`config.mk`:
```
export PLATFORM = sky130hd
export DESIGN_NAME = alu_mul_sequencer
export DESIGN_NICKNAME = d
export VERILOG_FILES = /design/src/rtl/alu_mul_sequencer_pkg.sv /design/src/rtl/alu_mul_sequencer.sv
export SDC_FILE = /design/constraint.sdc
export NUM_CORES = 1
export LEC_CHECK = 0
export BUFFER_PORTS_ARGS = -buffer_cell sky130_fd_sc_hd__buf_2
export CORE_MARGIN = 3
export CORE_UTILIZATION = 35
export DETAILED_ROUTE_END_ITERATION = 6
export MAX_ROUTING_LAYER = met4
export PLACE_DENSITY = 0.68
export SLEW_MARGIN = 20
export SYNTH_ARGS = -nofsm -noshare
export SYNTH_HDL_FRONTEND = slang
export SYNTH_SLANG_ARGS = --single-unit
```
`constraint.sdc`:
```
create_clock -name clk -period 1.9 [get_ports clk]
set_input_delay 0.285 -clock clk [delete_from_list [all_inputs] [get_ports clk]]
set_output_delay 0.285 -clock clk [all_outputs]
set_load 0.005 [all_outputs]
```
`src/rtl/alu_mul_sequencer_pkg.sv`:
```
// Shared definitions for the execute-stage ALU and the multiply sequencer:
// the full 4-bit ALU opcode set and the sequencer FSM state encoding.
package alu_mul_sequencer_pkg;

  localparam logic [3:0] OP_ADD  = 4'b0000;
  localparam logic [3:0] OP_SUB  = 4'b0001;
  localparam logic [3:0] OP_AND  = 4'b0010;
  localparam logic [3:0] OP_OR   = 4'b0011;
  localparam logic [3:0] OP_XOR  = 4'b0100;
  localparam logic [3:0] OP_SLL  = 4'b0101;
  localparam logic [3:0] OP_SRL  = 4'b0110;
  localparam logic [3:0] OP_SRA  = 4'b0111;
  localparam logic [3:0] OP_SLT  = 4'b1000;
  localparam logic [3:0] OP_SLTU = 4'b1001;

  typedef enum logic [1:0] {
    ST_IDLE = 2'd0,
    ST_ADD  = 2'd1,
    ST_SHL  = 2'd2,
    ST_DONE = 2'd3
  } seq_state_e;

endpackage

```
`src/rtl/alu_mul_sequencer.sv`:
```
// Shift-and-add 16x16->16 multiplier that borrows the shared ALU via req/gnt.
// Optional macro MUL_EARLY_TERM_EN finishes as soon as the remaining multiplier is zero.
module alu_mul_sequencer
  import alu_mul_sequencer_pkg::*;
#(
  parameter int ITER_MAX = 16
) (
  input  logic        clk,
  input  logic        rst,
  input  logic        start,
  input  logic [15:0] op_a,
  input  logic [15:0] op_b,
  output logic        busy,
  output logic        done,
  output logic [15:0] product,
  output logic        alu_req,
  input  logic        alu_gnt,
  output logic [15:0] alu_a,
  output logic [15:0] alu_b,
  output logic [3:0]  alu_op,
  input  logic [15:0] alu_result
);

  localparam int CNT_W = $clog2(ITER_MAX) + 1;
  localparam logic [CNT_W-1:0] CNT_LAST = CNT_W'(ITER_MAX - 1);

  seq_state_e       state_q, state_d;
  logic [15:0]      acc_q, acc_d;
  logic [15:0]      mcand_q, mcand_d;
  logic [15:0]      mplier_q, mplier_d;
  logic [CNT_W-1:0] cnt_q, cnt_d;
  logic [15:0]      product_q, product_d;
  logic             busy_q, busy_d;
  logic             done_q, done_d;
  logic             req_q, req_d;
  logic [15:0]      aluA_q, aluA_d;
  logic [15:0]      aluB_q, aluB_d;
  logic [3:0]       aluOp_q, aluOp_d;

  always_comb begin
    state_d   = state_q;
    acc_d     = acc_q;
    mcand_d   = mcand_q;
    mplier_d  = mplier_q;
    cnt_d     = cnt_q;
    product_d = product_q;

    case (state_q)
      ST_IDLE: begin
        if (start) begin
          mcand_d  = op_a;
          mplier_d = op_b;
          acc_d    = '0;
          cnt_d    = '0;
          state_d  = ST_ADD;
        end
      end
      ST_ADD: begin
        if (!mplier_q[0]) begin
          state_d = ST_SHL;
        end else if (alu_gnt) begin
          acc_d   = alu_result;
          state_d = ST_SHL;
        end
      end
      ST_SHL: begin
        if (alu_gnt) begin
          mcand_d  = alu_result;
          mplier_d = mplier_q >> 1;
          cnt_d    = cnt_q + CNT_W'(1);
`ifdef MUL_EARLY_TERM_EN
          if ((cnt_q == CNT_LAST) || (mplier_d == 16'h0000)) state_d = ST_DONE;
          else                                                state_d = ST_ADD;
`else
          if (cnt_q == CNT_LAST) state_d = ST_DONE;
          else                   state_d = ST_ADD;
`endif
        end
      end
      ST_DONE: state_d = ST_IDLE;
      default: state_d = ST_IDLE;
    endcase

    if (state_d == ST_DONE) product_d = acc_d;

    // Outputs are registered from the next-state values so the ALU sees glitch-free operands.
    busy_d  = (state_d != ST_IDLE);
    done_d  = (state_d == ST_DONE);
    req_d   = 1'b0;
    aluA_d  = '0;
    aluB_d  = '0;
    aluOp_d = '0;
    if (state_d == ST_ADD && mplier_d[0]) begin
      req_d   = 1'b1;
      aluA_d  = acc_d;
      aluB_d  = mcand_d;
      aluOp_d = OP_ADD;
    end else if (state_d == ST_SHL) begin
      req_d   = 1'b1;
      aluA_d  = mcand_d;
      aluB_d  = 16'h0001;
      aluOp_d = OP_SLL;
    end
  end

  always_ff @(posedge clk) begin
    if (rst) begin
      state_q   <= ST_IDLE;
      acc_q     <= '0;
      mcand_q   <= '0;
      mplier_q  <= '0;
      cnt_q     <= '0;
      product_q <= '0;
      busy_q    <= 1'b0;
      done_q    <= 1'b0;
      req_q     <= 1'b0;
      aluA_q    <= '0;
      aluB_q    <= '0;
      aluOp_q   <= '0;
    end else begin
      state_q   <= state_d;
      acc_q     <= acc_d;
      mcand_q   <= mcand_d;
      mplier_q  <= mplier_d;
      cnt_q     <= cnt_d;
      product_q <= product_d;
      busy_q    <= busy_d;
      done_q    <= done_d;
      req_q     <= req_d;
      aluA_q    <= aluA_d;
      aluB_q    <= aluB_d;
      aluOp_q   <= aluOp_d;
    end
  end

  assign busy    = busy_q;
  assign done    = done_q;
  assign product = product_q;
  assign alu_req = req_q;
  assign alu_a   = aluA_q;
  assign alu_b   = aluB_q;
  assign alu_op  = aluOp_q;

endmodule

```
# After elaboration in Yosys (flattened, before gate mapping)
# Cells that the tools add are included.
# word_totals
regBits	110
out_inout_bits	55
input_bits	52
wordCells	55
# classes
muxes	26
addsub	1
n_eq_ne	9
reduce_logical	6
# op_table
cell	n
$mux 16	10
$pmux 16 s2	3
$mux 2	5
$mux 5	2
$pmux 5 s2	1
$eq 2x2->1 const B	4
$pmux 2 s4	1
$add 5x1->5 const B	1
$eq 5x4->1 const B	1
$eq 2x1->1 const B	2
$ne 2x2->1 const B	2
$reduce_bool 2->1	2
$mux 1	3
$mux 3	1
$reduce_and 3->1	1
$logic_not 2->1	1
$reduce_or 2->1	1
$logic_and 1x1->1	1

# Longest topological paths before layout
# Gate-level depths: netlist (run 1).
# depth
word_depth	7
mapped_depth	8
ltp_nobuf	7

# Worst setup path before layout (run 1)
# No wires, ideal clock.
# synth_timing
kind	reg-to-reg
start	register cnt_q[0]
end	register aluA_q[12], in the netlist alu_a[12]
setup_ps	79
path_stages_with_launch	8
arrival_time_ps	1649
t_required_ps	1821
synth_period_minus_slack_ps	1728
path_buffers	1
setup_slack_ps	172
path_cell_list	dfxtp_1 -> ha_1 -> and3_1 -> ha_1 -> o311ai_4 -> o211ai_4 -> buf_6 -> o22ai_1
# synth_between
elab_chain_len	7
elab_cells_between_ends	9
classes_between	eq/ne: 3; mux: 5; reduce/logical: 1
# synth_rtl
element	line	rtl
start, declared	alu_mul_sequencer.sv:31	logic [CNT_W-1:0] cnt_q, cnt_d;
start signal, assigned	alu_mul_sequencer.sv:125	cnt_q <= cnt_d;
$eq 5x4->1 *	alu_mul_sequencer.sv:75	if (cnt_q == CNT_LAST) state_d = ST_DONE;
$mux 2 *	alu_mul_sequencer.sv:75	
$mux 2 *	alu_mul_sequencer.sv:67	if (alu_gnt) begin
$pmux 2 s4 *	alu_mul_sequencer.sv:48	case (state_q)
$eq 2x2->1 or $eq 2x1->1 (tied branches)	alu_mul_sequencer.sv:98, alu_mul_sequencer.sv:93	
$mux 16 or $logic_and 1x1->1 (tied branches)	alu_mul_sequencer.sv:98, alu_mul_sequencer.sv:93	
$mux 16 *	alu_mul_sequencer.sv:93	if (state_d == ST_ADD && mplier_d[0]) begin
end signal, assigned	alu_mul_sequencer.sv:130	aluA_q <= aluA_d;
end, declared	alu_mul_sequencer.sv:36	logic [15:0] aluA_q, aluA_d;
# Mark *: on every way between the ends. The rest lies on a longest branch, timed or not.
# A chain may end at the register's enable or synchronous reset.

# Worst setup path after layout (run 1)
# layout_timing
start	register cnt_q[0]
end	register aluA_q[2], in the netlist alu_a[2]
# Same word-level chain as after synthesis.

==> results of run 1 <==
logic make-up after synthesis:
logic type / synth area share
and+or+nand+nor: 0.1338
xor gates and xnor gates: 0.004558
DFF: 0.5573
other: 0.0009756
buffers and inverters: 0.06510
adders and majority gates: 0.006509
AOI/OAI and AO/OA: 0.2318
worst reg2reg max path: cells and delay by family, from the launching register on:
| kind | cells | cell delay [ps] |
|---|---|---|
| simple gates | 1 | 190 |
| flops | 1 | 340 |
| fa+ha+maj | 2 | 370 |
| buf+inv | 1 | 210 |
| compound gates | 3 | 660 |
per-layer routing:
metal | vias up | GRT usage | routed length, um
met5 | - | - | 0
met4 | 0 | 0.05993 | 129
met3 | 12 | 0.03603 | 611
met2 | 104 | 0.2662 | 4933
met1 | 1531 | 0.2092 | 4672
li1 | 1615 | - | -
how the worst max path moves through the flow:
stage	start	end	slack, ps	depth (start not counted)
2_1_floorplan	cnt_q[0]	alu_a[12]	170	7
3_3_place_gp	alu_gnt	alu_b[0]	8	5
3_5_place_dp	state_q[1]	alu_b[0]	-60	5
4_1_cts	cnt_q[0]	alu_a[15]	40	7
5_1_grt	cnt_q[0]	alu_a[2]	-7	7
6_report	cnt_q[0]	alu_a[2]	70	7
flip-flops by register name (all words and copies together) (netlist names):
signal	flops
done	1
acc_q	16
mcand_q	16
state_q	2
cnt_q	5
alu_req	1
product	16
busy	1
alu_op	1
mplier_q	16
alu_b	16
alu_a	16
area by class of cell:
type                    count  area [sq um]
fillers                  1031          5720
flip-flops and latches    107          2143
multi-input cells         246          1555
repair buffers            122         684.4
well taps                 136         170.2
clock buffers              11         131.4
inverters                  14         52.55
clock inverters             4         51.30
through the flow:
| step | TNS [ps] | cell area, sq um | power [mW] | util |
|---|---|---|---|---|
| floorplan | 0 | 3847 | 2.704 | - |
| finish | 0 | 4788 | 4.221 | 0.4556 |
| detailed placement | -673.5 | 4478 | 2.884 | 0.4261 |
| global placement | 0 | 4478 | 2.873 | 0.4261 |
| CTS | 0 | 4708 | 4.228 | 0.4480 |
| global route | -15.41 | 4788 | 4.411 | 0.4556 |
cells in the final DEF (no fill, tap or decap), types with 11 or more instances in the layout:
cell type  synthesis  layout
nand2_1           18      18
a22oi_1           40      40
dfxtp_1          107     106
buf_4              4      15
a211oi_1          16      16
nor2_1            64      64
inv_1             14      14
a21oi_1           25      24
buf_2             13     104
o22ai_1           16      16
nand3_1           11      11
report_power, final:
part,switching (mW),total (mW),internal (mW),leakage (nW)
Combinational,0.307,0.519,0.212,1.08
Clock,0.736,1.34,0.607,0.0898
Sequential,0.0345,2.36,2.32,0.869
Total,1.08,4.22,3.14,2.04
timing repair:
action | in CTS | in global routing
setup buffers | 3 | 0
endpoints found under the hold margin | 0 | 0
cloned | 1 | 2
pin swaps | 2 | 2
gates resized for setup | 2 | 13
setup endpoints to repair | 18 | 39
==> impl_metrics.yaml, run 1 <==
global_route:
  antenna_found_initial: 0
  grt_pass1_wl_um: 16160
  overflow: 0
  grt_pass1_vias: 3181
  grt_use_total: 0.1669
  grt_max_degree: 72
placed_design:
  place_ws_ps: -63.22
  gp_congestion: 0.8429
  numPlacedInstances: 619
  dp_hpwl_um: 6864
  portBuffers: 104
critical_path:
  reg2reg_from: "cnt_q[0]"
  path_buf_inv: 1
  crit_chain: "ha_1 -> and3_4 -> ha_4 -> o311ai_4 -> buf_4 -> o211ai_4 -> o22ai_1"
  crit_slowest_cell: "dfxtp_2"
  r2r_cells: 7
  critPathLaunchType: "register"
  cp.arrival_ps: 2120
  rrSetupSlack_ps: 70
  worstReg2RegEnd: "alu_a[2]"
  cp_max_fo: 6
  cp_data_required_time_ps: 2190
  critPathKind: "reg2reg"
  worstSetupEndpointType: "register"
  cpLargestDelayFamily: "compound AO/OA/AOI/OAI gates"
  cp_slowest_stage_delay_ps: 340
sta:
  maxSlewViolCount: 0
  fmax_mhz: 545.4
  rsz0062_at_grt: "true"
  hold-worst-slack_ps: 180.6
  setup_viol_count_final: 0
  setup_ws_ps: 66.58
  period_needed_ps: 1833
  slew_headroom: 0.5130
  finalCritPeriodShare: 0.9650
  tightest_slew_ps: 727.8
  hold_violations: 0
  finClkSkew_ps: 13.53
floorplan:
  die_h_um: 110.8
  rows: 37
  initial_core_util: 0.3658
  die_x_um: 110.8
  core_sq_mm: 0.01051
  pin_count: 107
  dieArea_sq_mm: 0.01228
synthesis:
  synth-seq-area-share: 0.5573
  yosys_register_bits: 107
  async_reset_ff_frac: 0
  yosys.cell_count.top_type: "dfxtp_1"
  yosys-top-cells-count: "dfxtp_1 (107), nor2_1 (64), a22oi_1 (40)"
  synth_top_area_share: 0.5573
  syn_inst: 397
  yosys.area.top_type: "dfxtp_1"
  synth-edff-count: 0
  synth_warnings: 0
  synth_area_leaders: "dfxtp_1 (56%), a22oi_1 (7.8%), nor2_1 (6.3%)"
  synth.avg_cell_area_sq_um: 9.682
  synth_ff_type: "dfxtp_1"
  synthesis.area_sq_mm: 0.003844
  ys_types: 41
cts:
  clkLatencyLatePin_ps: 360
  cts_root_buf: "clkbuf_8"
  cts_tree: "yes"
  holdBufCountCts: 0
  numCtsBuffers: 9
  clockBufferDepth: 2
  htree_levels: 3
  path_clk_slew_ps: 100
  cts_sinks: 107
routing:
  first_iter_violations: 235
  vias_per_cell: 5.097
  final_antenna_net_count: 0
  vias: 3262
  remaining_drc_errors: 0
  wl_per_cell_um: 16.16
  drt_first_pass_iters: 5
  postRouteWirelength_um: 10350
layout:
  nets: 554
  diodes: 0
  instances_no_fill: 640
  area_delta_synth_final_pct: 24.58
  drive_above_1_share: 0.3016
hold_path:
  hp-start: "op_b[15]"
  whs_endpoint: "mplier_q[15]"
  hp-class: "in2reg"
  hold_depth: 3
pwr:
  p_per_area_mw_per_mm2: 881.6
  p_leak_nw: 2.044
  vdd_drop_max_mv: 0.4789
flow_run:
  max-cap-violations: 0
run_status:
  status: "finished clean"
Power figures use the tool's default switching activity.
==> run 2: changes to the inputs <==
PLACE_DENSITY = unset   (was 0.68)
SLEW_MARGIN = unset   (was 20)
clock period = 1.8 ns   (was 1.9 ns; I/O delays follow)
==> impl_metrics.yaml, run 2 (synthesis results as in run 1) <==
routing:
  remaining_drc_errors: 0
  first_iter_violations: 181
  wl_per_cell_um: 16.21
  final_antenna_net_count: 0
  postRouteWirelength_um: 10470
  vias_per_cell: 5.079
  vias: 3281
  drt_first_pass_iters: 5
floorplan:
  die_h_um: 110.8
  core_sq_mm: 0.01051
  rows: 37
  initial_core_util: 0.3658
  dieArea_sq_mm: 0.01228
  pin_count: 107
  die_x_um: 110.8
pwr:
  vdd_drop_max_mv: 0.3573
  total_power_mw: 4.710
  p_leak_nw: 2.110
  p_per_area_mw_per_mm2: 955.3
critical_path:
  cp_max_fo: 8
  crit_chain: "ha_4 -> and3_4 -> ha_4 -> o311ai_4 -> buf_6 -> o211ai_4 -> buf_6 -> o22ai_1"
  worstSetupEndpointType: "register"
  crit_slowest_cell: "dfxtp_2"
  path_buf_inv: 2
  cp_slowest_stage_delay_ps: 350
  cpLargestDelayFamily: "compound AO/OA/AOI/OAI gates"
  critPathLaunchType: "register"
  critPathKind: "reg2reg"
  cp.arrival_ps: 2060
  cp_data_required_time_ps: 2100
sta:
  slew_headroom: 0.4664
  finalCritPeriodShare: 0.9809
  setup_viol_count_final: 0
  period_needed_ps: 1766
  tightest_slew_ps: 797.4
  rsz0062_at_grt: "true"
  maxSlewViolCount: 0
  fmax_mhz: 566.4
  setup_tns_ps: 0
  hold_violations: 0
  hold-worst-slack_ps: 162.6
  finClkSkew_ps: 11.76
placed_design:
  numPlacedInstances: 624
  dp_hpwl_um: 6829
  portBuffers: 104
  gp_congestion: 0.8157
layout:
  final_cell_mix: "dfxtp_1 (104), buf_2 (104), nor2_1 (64)"
  ff_latch_area_sq_mm: 0.002146
  multi_input_area_sq_mm: 0.001574
  area_delta_synth_final_pct: 28.29
  nets: 559
  diodes: 0
  nFillCells: 1017
  drive_above_1_share: 0.3275
  instances_no_fill: 646
global_route:
  grt_max_degree: 72
  antenna_found_initial: 0
  overflow: 0
  grt_pass1_vias: 3217
  grt_use_total: 0.1700
  grt_pass1_wl_um: 16320
cts:
  numCtsBuffers: 9
  holdBufCountCts: 0
  path_clk_slew_ps: 100
  cts_tree: "yes"
  cts_root_buf: "clkbuf_8"
  clkLatencyLatePin_ps: 370
  clockBufferDepth: 2
  cts_sinks: 107
  htree_levels: 3
hold_path:
  hp-class: "in2reg"
run_status:
  status: "finished clean"
flow_run:
  max-cap-violations: 0
run 2: cell types whose count changed in the layout (fill, tap and decap cells not counted), sizes merged:
cell / delta
inv: +2
clkbuf: -1
o211ai: -1
bufinv: +1
clkinv: -1
buf: +6
run 2: cell type report:
type,count,share of cell area
multi-input cells,245,0.3192
repair buffers,128,0.1535
well taps,136,0.03451
inverters,14,0.01066
clock buffers,10,0.02791
flip-flops and latches,107,0.4352
clock inverters,6,0.01903
run 2: timing repair:
action / 4_1_cts / 5_1_grt
setup buffers: 4 / 0
cloned: 1 / 1
resized for setup: 6 / 23
setup endpoints to repair: 60 / 43
pin swaps: 2 / 3
run 2: stage by stage:
step / worst slack [ps] / instance area (sq um) / util
4_1_cts: 4.335 / 4815 / 0.4582
5_1_grt: -22.64 / 4931 / 0.4692
3_5_place_dp: -146.9 / 4516 / 0.4297
6_report: 34.34 / 4931 / 0.4692
2_1_floorplan: 72.42 / 3847 / -
3_3_place_gp: -115.6 / 4516 / 0.4297
run 2: final timing paths:
kind          startpoint      endpoint  slack, ps  cells after the start
min reg2reg  mplier_q[7]   mplier_q[7]        460                      2
max reg2reg     cnt_q[0]      alu_a[1]         30                      8
max             cnt_q[0]      alu_a[1]         30                      8
min             op_b[15]  mplier_q[15]        160                      3
run 2: metal layers:
| layer | global-route usage | share of wire | up-vias |
|---|---|---|---|
| li1 | - | - | 1628 |
| met1 | 0.2180 | 0.44 | 1537 |
| met2 | 0.2670 | 0.48 | 105 |
| met3 | 0.03876 | 0.067 | 11 |
| met4 | 0.05419 | 0.010 | 0 |
| met5 | - | 0 | - |
run 2: worst register-to-register path: cells and delay by family (launching register included):
family                   cells  cell delay, ps
AO/OA/AOI/OAI                3             520
AND/OR/NAND/NOR              1             180
adder cells (fa/ha/maj)      2             320
buffers and inverters        2             330
flip-flops                   1             350
run 2: where the power goes:
| part | total, mW | internal, mW | leakage (nW) | switching [mW] |
|---|---|---|---|---|
| Clock | 1.66 | 0.836 | 0.114 | 0.824 |
| Combinational | 0.562 | 0.235 | 1.13 | 0.327 |
| Sequential | 2.49 | 2.45 | 0.870 | 0.0340 |
| Total | 4.71 | 3.53 | 2.11 | 1.19 |
==> run 3: changes to the inputs <==
CTS_BUF_LIST = sky130_fd_sc_hd__clkbuf_4 sky130_fd_sc_hd__clkbuf_8   (was unset)
RECOVER_POWER = 100   (was unset)
==> impl_metrics.yaml, run 3 (synthesis results as in run 1) <==
critical_path:
  critPathLaunchType: "register"
  r2r_cells: 8
  cp.arrival_ps: 2060
  cp_max_fo: 8
  cp_data_required_time_ps: 2090
  rrSetupSlack_ps: 30
  worstSetupEndpointType: "register"
  critPathKind: "reg2reg"
  worstReg2RegEnd: "alu_a[1]"
  reg2reg_from: "cnt_q[0]"
cts:
  numCtsBuffers: 9
  path_clk_slew_ps: 100
  clkLatencyLatePin_ps: 370
  clockBufferDepth: 2
  cts_root_buf: "clkbuf_8"
  cts_tree: "yes"
  htree_levels: 3
  cts_sinks: 107
  holdBufCountCts: 0
hold_path:
  hold_depth: 3
  hp-class: "in2reg"
  whs_endpoint: "mplier_q[15]"
  hp-start: "op_b[15]"
routing:
  vias_per_cell: 5.068
  drt_first_pass_iters: 6
  wl_per_cell_um: 16.24
  final_antenna_net_count: 0
  remaining_drc_errors: 0
  vias: 3274
  postRouteWirelength_um: 10490
  first_iter_violations: 146
pwr:
  switchingPower_mw: 1.184
  p_comb_frac: 0.119
  swShare: 0.2515
  power.internal_mw: 3.523
  p_clk_frac: 0.352
  p_per_area_mw_per_mm2: 960.1
  seqPwrFrac: 0.529
  p_leak_nw: 2.010
  vdd_drop_max_mv: 0.3583
sta:
  maxSlewViolCount: 0
  finalCritPeriodShare: 0.9824
  finClkSkew_ps: 12.45
  hold-worst-slack_ps: 166.6
  tightest_slew_ps: 777.8
  hold_violations: 0
  rsz0062_at_grt: "true"
  period_needed_ps: 1768
  slew_headroom: 0.4795
  setup_viol_count_final: 0
  fmax_mhz: 565.5
layout:
  nFillCells: 1033
  area_delta_synth_final_pct: 27.54
  diodes: 0
  drive_above_1_share: 0.2824
  layout_commonest_cell: "dfxtp_1"
  ff_latch_area_sq_mm: 0.002146
  multi_input_area_sq_mm: 0.001574
  final_cell_mix: "dfxtp_1 (104), buf_2 (81), nor2_1 (64)"
  nets: 559
  final_util: 0.4665
placed_design:
  dp_hpwl_um: 6829
  portBuffers: 104
  gp_congestion: 0.8157
global_route:
  overflow: 0
  grt_pass1_wl_um: 16320
  grt_pass1_vias: 3217
  grt_max_degree: 72
  grt_use_total: 0.1700
  antenna_found_initial: 0
floorplan:
  initial_core_util: 0.3658
  die_h_um: 110.8
  pin_count: 107
  die_x_um: 110.8
  rows: 37
  dieArea_sq_mm: 0.01228
  core_sq_mm: 0.01051
flow_run:
  max-cap-violations: 0
run_status:
  status: "finished clean"
## run 3: cell count changes in the layout (fill, tap and decap cells not counted), sizes merged
cell / before / now
buf: 128 / 104
clkbuf: 10 / 34
## run 3: timing repair
item,in CTS,in global routing
setup endpoints to repair,60,43
hold endpoints to repair,0,0
pin swaps,2,3
setup buffers,4,0
gates cloned,1,1
gates resized for setup,6,23
## run 3: critical path, stage by stage, from the launching register on
cell and delay, ps:
dfxtp_2 350, ha_4 150, and3_4 180, ha_4 170, o311ai_4 300, buf_6 160
o211ai_4 70, buf_6 170, o22ai_1 150
## run 3: final cells by class
class / instances / area share
Sequential cell: 107 / 0.4377
Clock inverter: 6 / 0.01914
Tap cell: 136 / 0.03471
Inverter: 14 / 0.01072
Clock buffer: 10 / 0.02808
Multi-Input combinational cell: 245 / 0.3211
Timing Repair Buffer: 128 / 0.1485
## run 3: power groups by stage
stage	clock network [mW]	registers [mW]	logic, mW
after floorplan	0	2.54	0.314
after global placement	0	2.54	0.498
after detailed placement	0	2.54	0.508
after CTS	1.70	2.49	0.538
after global routing	1.79	2.50	0.613
final	1.66	2.49	0.559
## run 3: metal layers
metal	vias up	track usage	wire (um)
met5	-	-	0
met4	0	0.05419	135
met3	11	0.03876	604
met2	109	0.2670	5012
met1	1529	0.2180	4741
li1	1625	-	-
## run 3: worst max-delay path by stage
| stage | startpoint | to | slack [ps] | cells past startpoint |
|---|---|---|---|---|
| 6_report | cnt_q[0] | alu_a[1] | 30 | 8 |
| 3_3_place_gp | alu_gnt | alu_a[14] | -120 | 5 |
| 4_1_cts | cnt_q[0] | alu_a[9] | 4 | 8 |
| 5_1_grt | cnt_q[0] | alu_a[9] | -20 | 8 |
| 2_1_floorplan | cnt_q[0] | alu_a[12] | 70 | 7 |
| 3_5_place_dp | cnt_q[0] | alu_a[0] | -150 | 6 |
## run 3: stage by stage
step | setup WS (ps) | instances | setup TNS (ps) | power (mW) | cell area, sq um
floorplan | 72.42 | 398 | 0 | 2.854 | 3847
global placement | -115.6 | 624 | -2312 | 3.039 | 4516
detailed placement | -146.9 | 624 | -4081 | 3.051 | 4516
CTS | 4.335 | 645 | 0 | 4.729 | 4815
global route | -22.64 | 646 | -106.3 | 4.904 | 4902
finish | 31.76 | 646 | 0 | 4.706 | 4902
